[src/rtl/axil_dma_arb_if.sv]
// AXI-lite bus bundle for the arbiter's shared downstream DMA port.
//   master modport : drives AW/W/AR channels and B/R ready
//   slave  modport : drives AW/W/AR ready and B/R responses
interface axil_intf #(
  parameter int unsigned ADDR_W = 32,
  parameter int unsigned DATA_W = 32
);
  localparam int unsigned STRB_W = DATA_W / 8;

  logic              awvalid;
  logic              awready;
  logic [ADDR_W-1:0] awaddr;
  logic [2:0]        awprot;
  logic              wvalid;
  logic              wready;
  logic [DATA_W-1:0] wdata;
  logic [STRB_W-1:0] wstrb;
  logic              bvalid;
  logic              bready;
  logic [1:0]        bresp;
  logic              arvalid;
  logic              arready;
  logic [ADDR_W-1:0] araddr;
  logic [2:0]        arprot;
  logic              rvalid;
  logic              rready;
  logic [DATA_W-1:0] rdata;
  logic [1:0]        rresp;

  modport master (
    output awvalid, awaddr, awprot, wvalid, wdata, wstrb, bready,
           arvalid, araddr, arprot, rready,
    input  awready, wready, bvalid, bresp, arready, rvalid, rdata, rresp
  );

  modport slave (
    input  awvalid, awaddr, awprot, wvalid, wdata, wstrb, bready,
           arvalid, araddr, arprot, rready,
    output awready, wready, bvalid, bresp, arready, rvalid, rdata, rresp
  );
endinterface

[src/rtl/axil_dma_arb.sv]
// Round-robin arbiter merging NUM_CH AXI-lite DMA requesters onto one
// downstream AXI-lite master. Writes and reads are arbitrated by independent
// FSMs, each allowing a single outstanding transaction.
//   i_clk, i_rst        : clock, asynchronous active-high reset
//   s_aw*/s_w*/s_b*     : per-channel write ports, channel k at [k*W +: W]
//   s_ar*/s_r*          : per-channel read ports, channel k at [k*W +: W]
//   m_dma_axil          : shared downstream AXI-lite master
//   o_wr_gnt/o_rd_gnt   : one-hot current grant, 0 while idle
module axil_dma_arb #(
  parameter int unsigned NUM_CH = 4,
  parameter int unsigned ADDR_W = 32,
  parameter int unsigned DATA_W = 32
) (
  input  logic                           i_clk,
  input  logic                           i_rst,
  input  logic [NUM_CH-1:0]              s_awvalid,
  output logic [NUM_CH-1:0]              s_awready,
  input  logic [NUM_CH*ADDR_W-1:0]       s_awaddr,
  input  logic [NUM_CH*3-1:0]            s_awprot,
  input  logic [NUM_CH-1:0]              s_wvalid,
  output logic [NUM_CH-1:0]              s_wready,
  input  logic [NUM_CH*DATA_W-1:0]       s_wdata,
  input  logic [NUM_CH*(DATA_W/8)-1:0]   s_wstrb,
  output logic [NUM_CH-1:0]              s_bvalid,
  input  logic [NUM_CH-1:0]              s_bready,
  output logic [NUM_CH*2-1:0]            s_bresp,
  input  logic [NUM_CH-1:0]              s_arvalid,
  output logic [NUM_CH-1:0]              s_arready,
  input  logic [NUM_CH*ADDR_W-1:0]       s_araddr,
  input  logic [NUM_CH*3-1:0]            s_arprot,
  output logic [NUM_CH-1:0]              s_rvalid,
  input  logic [NUM_CH-1:0]              s_rready,
  output logic [NUM_CH*DATA_W-1:0]       s_rdata,
  output logic [NUM_CH*2-1:0]            s_rresp,
  axil_intf.master                       m_dma_axil,
  output logic [NUM_CH-1:0]              o_wr_gnt,
  output logic [NUM_CH-1:0]              o_rd_gnt
);

  localparam int unsigned STRB_W = DATA_W / 8;
  localparam int unsigned IDX_W  = (NUM_CH > 1) ? $clog2(NUM_CH) : 1;
  localparam logic [IDX_W-1:0] LAST_RST = IDX_W'(NUM_CH - 1);

  typedef enum logic [1:0] {W_IDLE, W_ADDR, W_RESP} w_state_e;
  typedef enum logic [1:0] {R_IDLE, R_ADDR, R_DATA} r_state_e;

  // Per-channel views of the flat packed ports
  logic [NUM_CH-1:0][ADDR_W-1:0] awaddr_a, araddr_a;
  logic [NUM_CH-1:0][2:0]        awprot_a, arprot_a;
  logic [NUM_CH-1:0][DATA_W-1:0] wdata_a, rdata_a;
  logic [NUM_CH-1:0][STRB_W-1:0] wstrb_a;
  logic [NUM_CH-1:0][1:0]        bresp_a, rresp_a;

  assign awaddr_a = s_awaddr;
  assign awprot_a = s_awprot;
  assign wdata_a  = s_wdata;
  assign wstrb_a  = s_wstrb;
  assign araddr_a = s_araddr;
  assign arprot_a = s_arprot;
  assign s_bresp  = bresp_a;
  assign s_rdata  = rdata_a;
  assign s_rresp  = rresp_a;

  w_state_e         w_state_q, w_state_d;
  r_state_e         r_state_q, r_state_d;
  logic [IDX_W-1:0] w_gnt_q, w_gnt_d, w_last_q, w_last_d;
  logic [IDX_W-1:0] r_gnt_q, r_gnt_d, r_last_q, r_last_d;
  logic             aw_done_q, aw_done_d, w_done_q, w_done_d;

  // First requester strictly after 'last', wrapping at NUM_CH-1
  function automatic logic [IDX_W-1:0] rr_pick(input logic [NUM_CH-1:0] req,
                                               input logic [IDX_W-1:0]  last);
    logic [IDX_W-1:0] pick;
    logic             found;
    int unsigned      idx;
    pick  = last;
    found = 1'b0;
    for (int unsigned i = 1; i <= NUM_CH; i++) begin
      idx = (32'(last) + i) % NUM_CH;
      if (!found && req[IDX_W'(idx)]) begin
        pick  = IDX_W'(idx);
        found = 1'b1;
      end
    end
    return pick;
  endfunction

  // State registers for both FSMs
  always_ff @(posedge i_clk or posedge i_rst) begin
    if (i_rst) begin
      w_state_q <= W_IDLE;
      r_state_q <= R_IDLE;
      w_gnt_q   <= '0;
      r_gnt_q   <= '0;
      w_last_q  <= LAST_RST;
      r_last_q  <= LAST_RST;
      aw_done_q <= 1'b0;
      w_done_q  <= 1'b0;
    end else begin
      w_state_q <= w_state_d;
      r_state_q <= r_state_d;
      w_gnt_q   <= w_gnt_d;
      r_gnt_q   <= r_gnt_d;
      w_last_q  <= w_last_d;
      r_last_q  <= r_last_d;
      aw_done_q <= aw_done_d;
      w_done_q  <= w_done_d;
    end
  end

  // Write FSM: AW and W may complete in either order; done flags stop re-issue
  always_comb begin
    w_state_d          = w_state_q;
    w_gnt_d            = w_gnt_q;
    w_last_d           = w_last_q;
    aw_done_d          = aw_done_q;
    w_done_d           = w_done_q;
    s_awready          = '0;
    s_wready           = '0;
    s_bvalid           = '0;
    bresp_a            = '0;
    m_dma_axil.awvalid = 1'b0;
    m_dma_axil.awaddr  = '0;
    m_dma_axil.awprot  = '0;
    m_dma_axil.wvalid  = 1'b0;
    m_dma_axil.wdata   = '0;
    m_dma_axil.wstrb   = '0;
    m_dma_axil.bready  = 1'b0;
    unique case (w_state_q)
      W_IDLE: begin
        if (|s_awvalid) begin
          w_gnt_d   = rr_pick(s_awvalid, w_last_q);
          w_last_d  = w_gnt_d;
          w_state_d = W_ADDR;
        end
      end
      W_ADDR: begin
        m_dma_axil.awvalid = s_awvalid[w_gnt_q] & ~aw_done_q;
        m_dma_axil.awaddr  = awaddr_a[w_gnt_q];
        m_dma_axil.awprot  = awprot_a[w_gnt_q];
        m_dma_axil.wvalid  = s_wvalid[w_gnt_q] & ~w_done_q;
        m_dma_axil.wdata   = wdata_a[w_gnt_q];
        m_dma_axil.wstrb   = wstrb_a[w_gnt_q];
        s_awready[w_gnt_q] = m_dma_axil.awready & ~aw_done_q;
        s_wready[w_gnt_q]  = m_dma_axil.wready & ~w_done_q;
        aw_done_d = aw_done_q | (s_awvalid[w_gnt_q] & m_dma_axil.awready);
        w_done_d  = w_done_q | (s_wvalid[w_gnt_q] & m_dma_axil.wready);
        if (aw_done_d && w_done_d) begin
          w_state_d = W_RESP;
          aw_done_d = 1'b0;
          w_done_d  = 1'b0;
        end
      end
      W_RESP: begin
        s_bvalid[w_gnt_q] = m_dma_axil.bvalid;
        bresp_a[w_gnt_q]  = m_dma_axil.bresp;
        m_dma_axil.bready = s_bready[w_gnt_q];
        if (m_dma_axil.bvalid && s_bready[w_gnt_q]) w_state_d = W_IDLE;
      end
      default: w_state_d = W_IDLE;
    endcase
  end

  // Read FSM: single AR beat, then route R back to the granted channel
  always_comb begin
    r_state_d          = r_state_q;
    r_gnt_d            = r_gnt_q;
    r_last_d           = r_last_q;
    s_arready          = '0;
    s_rvalid           = '0;
    rdata_a            = '0;
    rresp_a            = '0;
    m_dma_axil.arvalid = 1'b0;
    m_dma_axil.araddr  = '0;
    m_dma_axil.arprot  = '0;
    m_dma_axil.rready  = 1'b0;
    unique case (r_state_q)
      R_IDLE: begin
        if (|s_arvalid) begin
          r_gnt_d   = rr_pick(s_arvalid, r_last_q);
          r_last_d  = r_gnt_d;
          r_state_d = R_ADDR;
        end
      end
      R_ADDR: begin
        m_dma_axil.arvalid = s_arvalid[r_gnt_q];
        m_dma_axil.araddr  = araddr_a[r_gnt_q];
        m_dma_axil.arprot  = arprot_a[r_gnt_q];
        s_arready[r_gnt_q] = m_dma_axil.arready;
        if (s_arvalid[r_gnt_q] && m_dma_axil.arready) r_state_d = R_DATA;
      end
      R_DATA: begin
        s_rvalid[r_gnt_q] = m_dma_axil.rvalid;
        rdata_a[r_gnt_q]  = m_dma_axil.rdata;
        rresp_a[r_gnt_q]  = m_dma_axil.rresp;
        m_dma_axil.rready = s_rready[r_gnt_q];
        if (m_dma_axil.rvalid && s_rready[r_gnt_q]) r_state_d = R_IDLE;
      end
      default: r_state_d = R_IDLE;
    endcase
  end

  // Grant outputs decoded from registered state only
  always_comb begin
    o_wr_gnt = '0;
    o_rd_gnt = '0;
    if (w_state_q != W_IDLE) o_wr_gnt[w_gnt_q] = 1'b1;
    if (r_state_q != R_IDLE) o_rd_gnt[r_gnt_q] = 1'b1;
  end

endmodule

[src/flat_wrapper.sv]
// flat-port wrapper written by rule: the top's interface ports become plain ports
module axil_dma_arb_flat 
#(
  parameter int unsigned NUM_CH = 4,
  parameter int unsigned ADDR_W = 32,
  parameter int unsigned DATA_W = 32
)
  (i_clk, i_rst, s_awvalid, s_awready, s_awaddr, s_awprot, s_wvalid, s_wready, s_wdata, s_wstrb, s_bvalid, s_bready, s_bresp, s_arvalid, s_arready, s_araddr, s_arprot, s_rvalid, s_rready, s_rdata, s_rresp, o_wr_gnt, o_rd_gnt, m_dma_axil_awvalid, m_dma_axil_awaddr, m_dma_axil_awprot, m_dma_axil_wvalid, m_dma_axil_wdata, m_dma_axil_wstrb, m_dma_axil_bready, m_dma_axil_arvalid, m_dma_axil_araddr, m_dma_axil_arprot, m_dma_axil_rready, m_dma_axil_awready, m_dma_axil_wready, m_dma_axil_bvalid, m_dma_axil_bresp, m_dma_axil_arready, m_dma_axil_rvalid, m_dma_axil_rdata, m_dma_axil_rresp);
  axil_intf #(.ADDR_W(ADDR_W), .DATA_W(DATA_W)) m_dma_axil_i ();
  input  logic i_clk;
  input  logic i_rst;
  input  logic [NUM_CH-1:0] s_awvalid;
  output logic [NUM_CH-1:0] s_awready;
  input  logic [NUM_CH*ADDR_W-1:0] s_awaddr;
  input  logic [NUM_CH*3-1:0] s_awprot;
  input  logic [NUM_CH-1:0] s_wvalid;
  output logic [NUM_CH-1:0] s_wready;
  input  logic [NUM_CH*DATA_W-1:0] s_wdata;
  input  logic [NUM_CH*(DATA_W/8)-1:0] s_wstrb;
  output logic [NUM_CH-1:0] s_bvalid;
  input  logic [NUM_CH-1:0] s_bready;
  output logic [NUM_CH*2-1:0] s_bresp;
  input  logic [NUM_CH-1:0] s_arvalid;
  output logic [NUM_CH-1:0] s_arready;
  input  logic [NUM_CH*ADDR_W-1:0] s_araddr;
  input  logic [NUM_CH*3-1:0] s_arprot;
  output logic [NUM_CH-1:0] s_rvalid;
  input  logic [NUM_CH-1:0] s_rready;
  output logic [NUM_CH*DATA_W-1:0] s_rdata;
  output logic [NUM_CH*2-1:0] s_rresp;
  output logic [NUM_CH-1:0] o_wr_gnt;
  output logic [NUM_CH-1:0] o_rd_gnt;
  output wire logic [$bits(m_dma_axil_i.awvalid)-1:0] m_dma_axil_awvalid;
  output wire logic [$bits(m_dma_axil_i.awaddr)-1:0] m_dma_axil_awaddr;
  output wire logic [$bits(m_dma_axil_i.awprot)-1:0] m_dma_axil_awprot;
  output wire logic [$bits(m_dma_axil_i.wvalid)-1:0] m_dma_axil_wvalid;
  output wire logic [$bits(m_dma_axil_i.wdata)-1:0] m_dma_axil_wdata;
  output wire logic [$bits(m_dma_axil_i.wstrb)-1:0] m_dma_axil_wstrb;
  output wire logic [$bits(m_dma_axil_i.bready)-1:0] m_dma_axil_bready;
  output wire logic [$bits(m_dma_axil_i.arvalid)-1:0] m_dma_axil_arvalid;
  output wire logic [$bits(m_dma_axil_i.araddr)-1:0] m_dma_axil_araddr;
  output wire logic [$bits(m_dma_axil_i.arprot)-1:0] m_dma_axil_arprot;
  output wire logic [$bits(m_dma_axil_i.rready)-1:0] m_dma_axil_rready;
  input wire logic [$bits(m_dma_axil_i.awready)-1:0] m_dma_axil_awready;
  input wire logic [$bits(m_dma_axil_i.wready)-1:0] m_dma_axil_wready;
  input wire logic [$bits(m_dma_axil_i.bvalid)-1:0] m_dma_axil_bvalid;
  input wire logic [$bits(m_dma_axil_i.bresp)-1:0] m_dma_axil_bresp;
  input wire logic [$bits(m_dma_axil_i.arready)-1:0] m_dma_axil_arready;
  input wire logic [$bits(m_dma_axil_i.rvalid)-1:0] m_dma_axil_rvalid;
  input wire logic [$bits(m_dma_axil_i.rdata)-1:0] m_dma_axil_rdata;
  input wire logic [$bits(m_dma_axil_i.rresp)-1:0] m_dma_axil_rresp;
  assign m_dma_axil_awvalid = m_dma_axil_i.awvalid;
  assign m_dma_axil_awaddr = m_dma_axil_i.awaddr;
  assign m_dma_axil_awprot = m_dma_axil_i.awprot;
  assign m_dma_axil_wvalid = m_dma_axil_i.wvalid;
  assign m_dma_axil_wdata = m_dma_axil_i.wdata;
  assign m_dma_axil_wstrb = m_dma_axil_i.wstrb;
  assign m_dma_axil_bready = m_dma_axil_i.bready;
  assign m_dma_axil_arvalid = m_dma_axil_i.arvalid;
  assign m_dma_axil_araddr = m_dma_axil_i.araddr;
  assign m_dma_axil_arprot = m_dma_axil_i.arprot;
  assign m_dma_axil_rready = m_dma_axil_i.rready;
  assign m_dma_axil_i.awready = m_dma_axil_awready;
  assign m_dma_axil_i.wready = m_dma_axil_wready;
  assign m_dma_axil_i.bvalid = m_dma_axil_bvalid;
  assign m_dma_axil_i.bresp = m_dma_axil_bresp;
  assign m_dma_axil_i.arready = m_dma_axil_arready;
  assign m_dma_axil_i.rvalid = m_dma_axil_rvalid;
  assign m_dma_axil_i.rdata = m_dma_axil_rdata;
  assign m_dma_axil_i.rresp = m_dma_axil_rresp;
  axil_dma_arb #(.NUM_CH(NUM_CH), .ADDR_W(ADDR_W), .DATA_W(DATA_W)) u_core (.i_clk(i_clk), .i_rst(i_rst), .s_awvalid(s_awvalid), .s_awready(s_awready), .s_awaddr(s_awaddr), .s_awprot(s_awprot), .s_wvalid(s_wvalid), .s_wready(s_wready), .s_wdata(s_wdata), .s_wstrb(s_wstrb), .s_bvalid(s_bvalid), .s_bready(s_bready), .s_bresp(s_bresp), .s_arvalid(s_arvalid), .s_arready(s_arready), .s_araddr(s_araddr), .s_arprot(s_arprot), .s_rvalid(s_rvalid), .s_rready(s_rready), .s_rdata(s_rdata), .s_rresp(s_rresp), .m_dma_axil(m_dma_axil_i), .o_wr_gnt(o_wr_gnt), .o_rd_gnt(o_rd_gnt));
endmodule
[config.mk]
export PLATFORM = sky130hd
export DESIGN_NAME = axil_dma_arb_flat
export DESIGN_NICKNAME = d
export VERILOG_FILES = /design/src/rtl/axil_dma_arb_if.sv /design/src/rtl/axil_dma_arb.sv /design/src/flat_wrapper.sv
export SDC_FILE = /design/constraint.sdc
export NUM_CORES = 1
export LEC_CHECK = 0
export ABC_CLOCK_PERIOD_IN_PS = 2100
export CORE_AREA = 2 2 299 301
export DETAILED_ROUTE_END_ITERATION = 6
export DIE_AREA = 0 0 301 303
export DONT_BUFFER_PORTS = 1
export HOLD_SLACK_MARGIN = 0.12
export PLACE_DENSITY_LB_ADDON = 0.2
export SLEW_MARGIN = 20
export SYNTH_ARGS = -nofsm -noshare
export SYNTH_HDL_FRONTEND = slang
export SYNTH_SLANG_ARGS = --single-unit
[constraint.sdc]
create_clock -name i_clk -period 2.1 [get_ports i_clk]
set_input_delay 0.105 -clock i_clk [delete_from_list [all_inputs] [get_ports i_clk]]
set_output_delay 0.105 -clock i_clk [all_outputs]
set_load 0.1 [all_outputs]
==> impl_results.md <==
- Final Setup Violations: 4
- Syn_area_per_cell: ~8.7 µm²
- DP HPWL: about 43 mm
- Fill count: between 9000 and 10000
- Tcrit/Tclk final: 101%
- Post-synth EDFFs: 0
- Initial antenna violation count: 43
- F_max: about 470 MHz
- Die Y: 303 µm
- DRC errors left: 0
- Pin slew with the least headroom to its limit: approximately 0.76 ns
- CTS tree: done
- Fin. Hold Viols: 0
- Setup WS post-layout: -0.0199 ns
- Via density per instance: around 3.2
- Grt ovf: 0
- Max Cap Violations: 0
- Unrepaired setup endpoints after global routing: yes
- Unique masters post-synth: 36
- Worst vdd rail ir drop: roughly 1.2 mV
- Final WL: between 40 and 50 mm
- Largest net degree at the start of global routing: 77
- Antenna Nets Post-Route: 0
- IO Port Bufs: 0
- DR iter-0 viols: around 260
- Gr usage total: under 10%
- CTS max path bufs: 2
- Clk sink count: 14
- H-tree depth: 1
- Syn Inst Count: approximately 600
- Total power: between 0.02 and 0.03 W
- Fin crit period: roughly 2.1 ns
- Reg area: roughly 370 µm²
- Net Count, Synth: ~1100
- Hold WS: ~0.15 ns
- Drt first pass iters: 4
- Ys async rst share: 100%
- Layout cells sized above 1: approximately 77%
- Number of global-route vias before repair: 6969
- CTS Buf Count: 3
- Via count: between 6000 and 7000
- Crit-path max FO: 5
- Final nets: between 1000 and 1500
- Clk root buf: clkbuf_16
- Latest clock arrival within the worst-skew pair: around 0.26 ns
- CP Launch Type: register
- CP Data Required Time: 2.00 ns
- Crit path DAT: 2.01 ns
- Slew margin rel.: ~49%
- Yosys Warn Count: 0
- Static Leak: 4.66 nW
- Clock-pin slew on the worst setup and hold paths: roughly 0.060 ns
- Row count: 109
- Primary FF master, synth: dfrtp_1
- Slew Limit Fails: 0
- Failing checks: setup timing
- First-pass GRT wire length: ~62 mm
- Synthesized flop and latch total: 14
- Area occupied by multi-input gates: about 0.0058 mm²
- Die area: between 0.09 and 0.1 mm²
- Area delta synth->final: 175%
- Die width: 301 µm
- Synthesized area: between 0.005 and 0.006 mm²
- Register area share after synthesis: between 6 and 7%
- Crit path kind: reg -> out
- Worst hold path type: in -> reg
- Pwr dens: about 1900 mW/mm²
- Gpl congestion: roughly 0.89
- Ports: 770
- Core area: between 0.08 and 0.09 mm²
- Clock Skew: 0.00199 ns
- Setup crit end kind: output pin
- Starting Density: just under 6%
- WL per Instance: around 24 µm
- Status: finished with violations
layout make-up:
cell class                      instances  area share, %
Multi-Input combinational cell        518           40.3
Timing Repair Buffer                  354           45.7
Tap cell                             1165           10.2
Sequential cell                        14           2.56
Inverter                                6          0.158
Antenna cell                           24          0.421
Clock buffer                            4          0.622
flip-flops by register name, indices dropped and copies added, names as in the netlist:
| signal | flops |
|---|---|
| u_core.r_gnt_q | 2 |
| u_core.r_last_q | 2 |
| u_core.r_state_q | 2 |
| u_core.w_gnt_q | 2 |
| u_core.w_last_q | 2 |
| u_core.w_state_q | 2 |
| u_core.aw_done_q | 1 |
| u_core.w_done_q | 1 |
power breakdown:
part	internal, W	switching [W]	total (W)	leakage [nW]
Sequential	0.000447	0.000196	0.000643	0.161
Clock	0.000290	0.000141	0.000431	0.0443
Combinational	0.00974	0.0168	0.0265	4.46
Total	0.0105	0.0171	0.0276	4.66
cell usage after synthesis (4+ instances only):
| master | n | area [µm²] |
|---|---|---|
| and2_1 | 76 | 475 |
| inv_1 | 6 | 22.5 |
| nor3_1 | 6 | 30.0 |
| nand2_1 | 49 | 184 |
| dfrtp_1 | 10 | 250 |
| a21oi_1 | 9 | 45.0 |
| nor2_1 | 164 | 616 |
| and3_1 | 13 | 81.3 |
| dfstp_2 | 4 | 105 |
| buf_4 | 5 | 37.5 |
| buf_2 | 22 | 110 |
| o21ai_0 | 6 | 30.0 |
| clkbuf_1 | 28 | 105 |
| a21o_1 | 6 | 45.0 |
| nand2b_1 | 13 | 81.3 |
| buf_1 | 7 | 26.3 |
| nor2b_1 | 41 | 257 |
| mux4_2 | 111 | 2500 |
cell usage in the layout (no fill, tap or decap), types with 7 or more instances in the layout:
| cell type | count |
|---|---|
| a21oi_1 | 9 |
| and2_1 | 53 |
| and2_4 | 24 |
| and3_1 | 13 |
| buf_12 | 293 |
| buf_4 | 31 |
| diode_2 | 24 |
| dlygate4sd3_1 | 16 |
| mux4_2 | 111 |
| nand2_1 | 48 |
| nand2b_1 | 9 |
| nor2_1 | 7 |
| nor2_2 | 38 |
| nor2_4 | 119 |
| nor2b_2 | 36 |
timing repair:
action / in CTS / in global routing
gates cloned: 2 / 4
hold endpoints to repair: 18 / 0
hold buffers: 17 / 0
resized for setup: 19 / 18
setup endpoints to repair: 46 / 85
buffers inserted: 7 / 5
final timing paths:
kind,from,end,slack (ns),cells after the start
setup / recovery,u_core.w_gnt_q[0]$_DFFE_PP0P_,m_dma_axil_awaddr[30],-0.02,6
hold / removal,s_awvalid[3],u_core.w_last_q[0]$_DFFE_PP1P_,0.15,3
setup reg to reg,u_core.w_gnt_q[0]$_DFFE_PP0P_,u_core.w_state_q[1]$_DFFE_PP0P_,0.08,6
hold reg to reg,u_core.w_last_q[0]$_DFFE_PP1P_,u_core.w_last_q[0]$_DFFE_PP1P_,0.54,2
max in group asynchronous,i_rst,u_core.w_gnt_q[0]$_DFFE_PP0P_,1.07,2
min in group asynchronous,i_rst,u_core.r_state_q[1]$_DFFE_PP0P_,0.47,2
metrics by stage:
step	utilization (%)	instance area, µm²	setup TNS, ns	cells	worst slack (ns)
5_1_grt	16.2	14300	-1.97	2076	-0.0690
3_3_place_gp	15.5	13600	0	2022	0.214
3_5_place_dp	15.5	13600	0	2022	0.176
6_report	16.2	14300	-0.0499	2085	-0.0199
2_1_floorplan	-	6280	-9.80	601	-0.427
4_1_cts	15.9	14000	-1.09	2052	-0.0596
cell families (layout without fill, tap and decap cells):
kind of cell | after synthesis | after routing | share of synthesized area (%)
muxes | 111 | 111 | 48.1
buffers and inverters | 69 | 364 | 6.02
AOI/OAI and AO/OA | 35 | 35 | 4.57
DFF | 14 | 14 | 6.84
and+or+nand+nor | 372 | 372 | 34.5
other | 0 | 24 | 0
critical path: stages (launching register included):
cell and delay (ns):
dfrtp_4 0.50, buf_12 0.15, buf_12 0.14, buf_4 0.15
mux4_2 0.45, and2_4 0.19, buf_12 0.16
routing by layer:
layer  GRT usage (%)  wire length (µm)
met5           0.569                90
met4            4.10              1520
met3            4.50              5690
met2            18.2             26700
met1            9.38             15200
(Power assumes the default switching activity.)
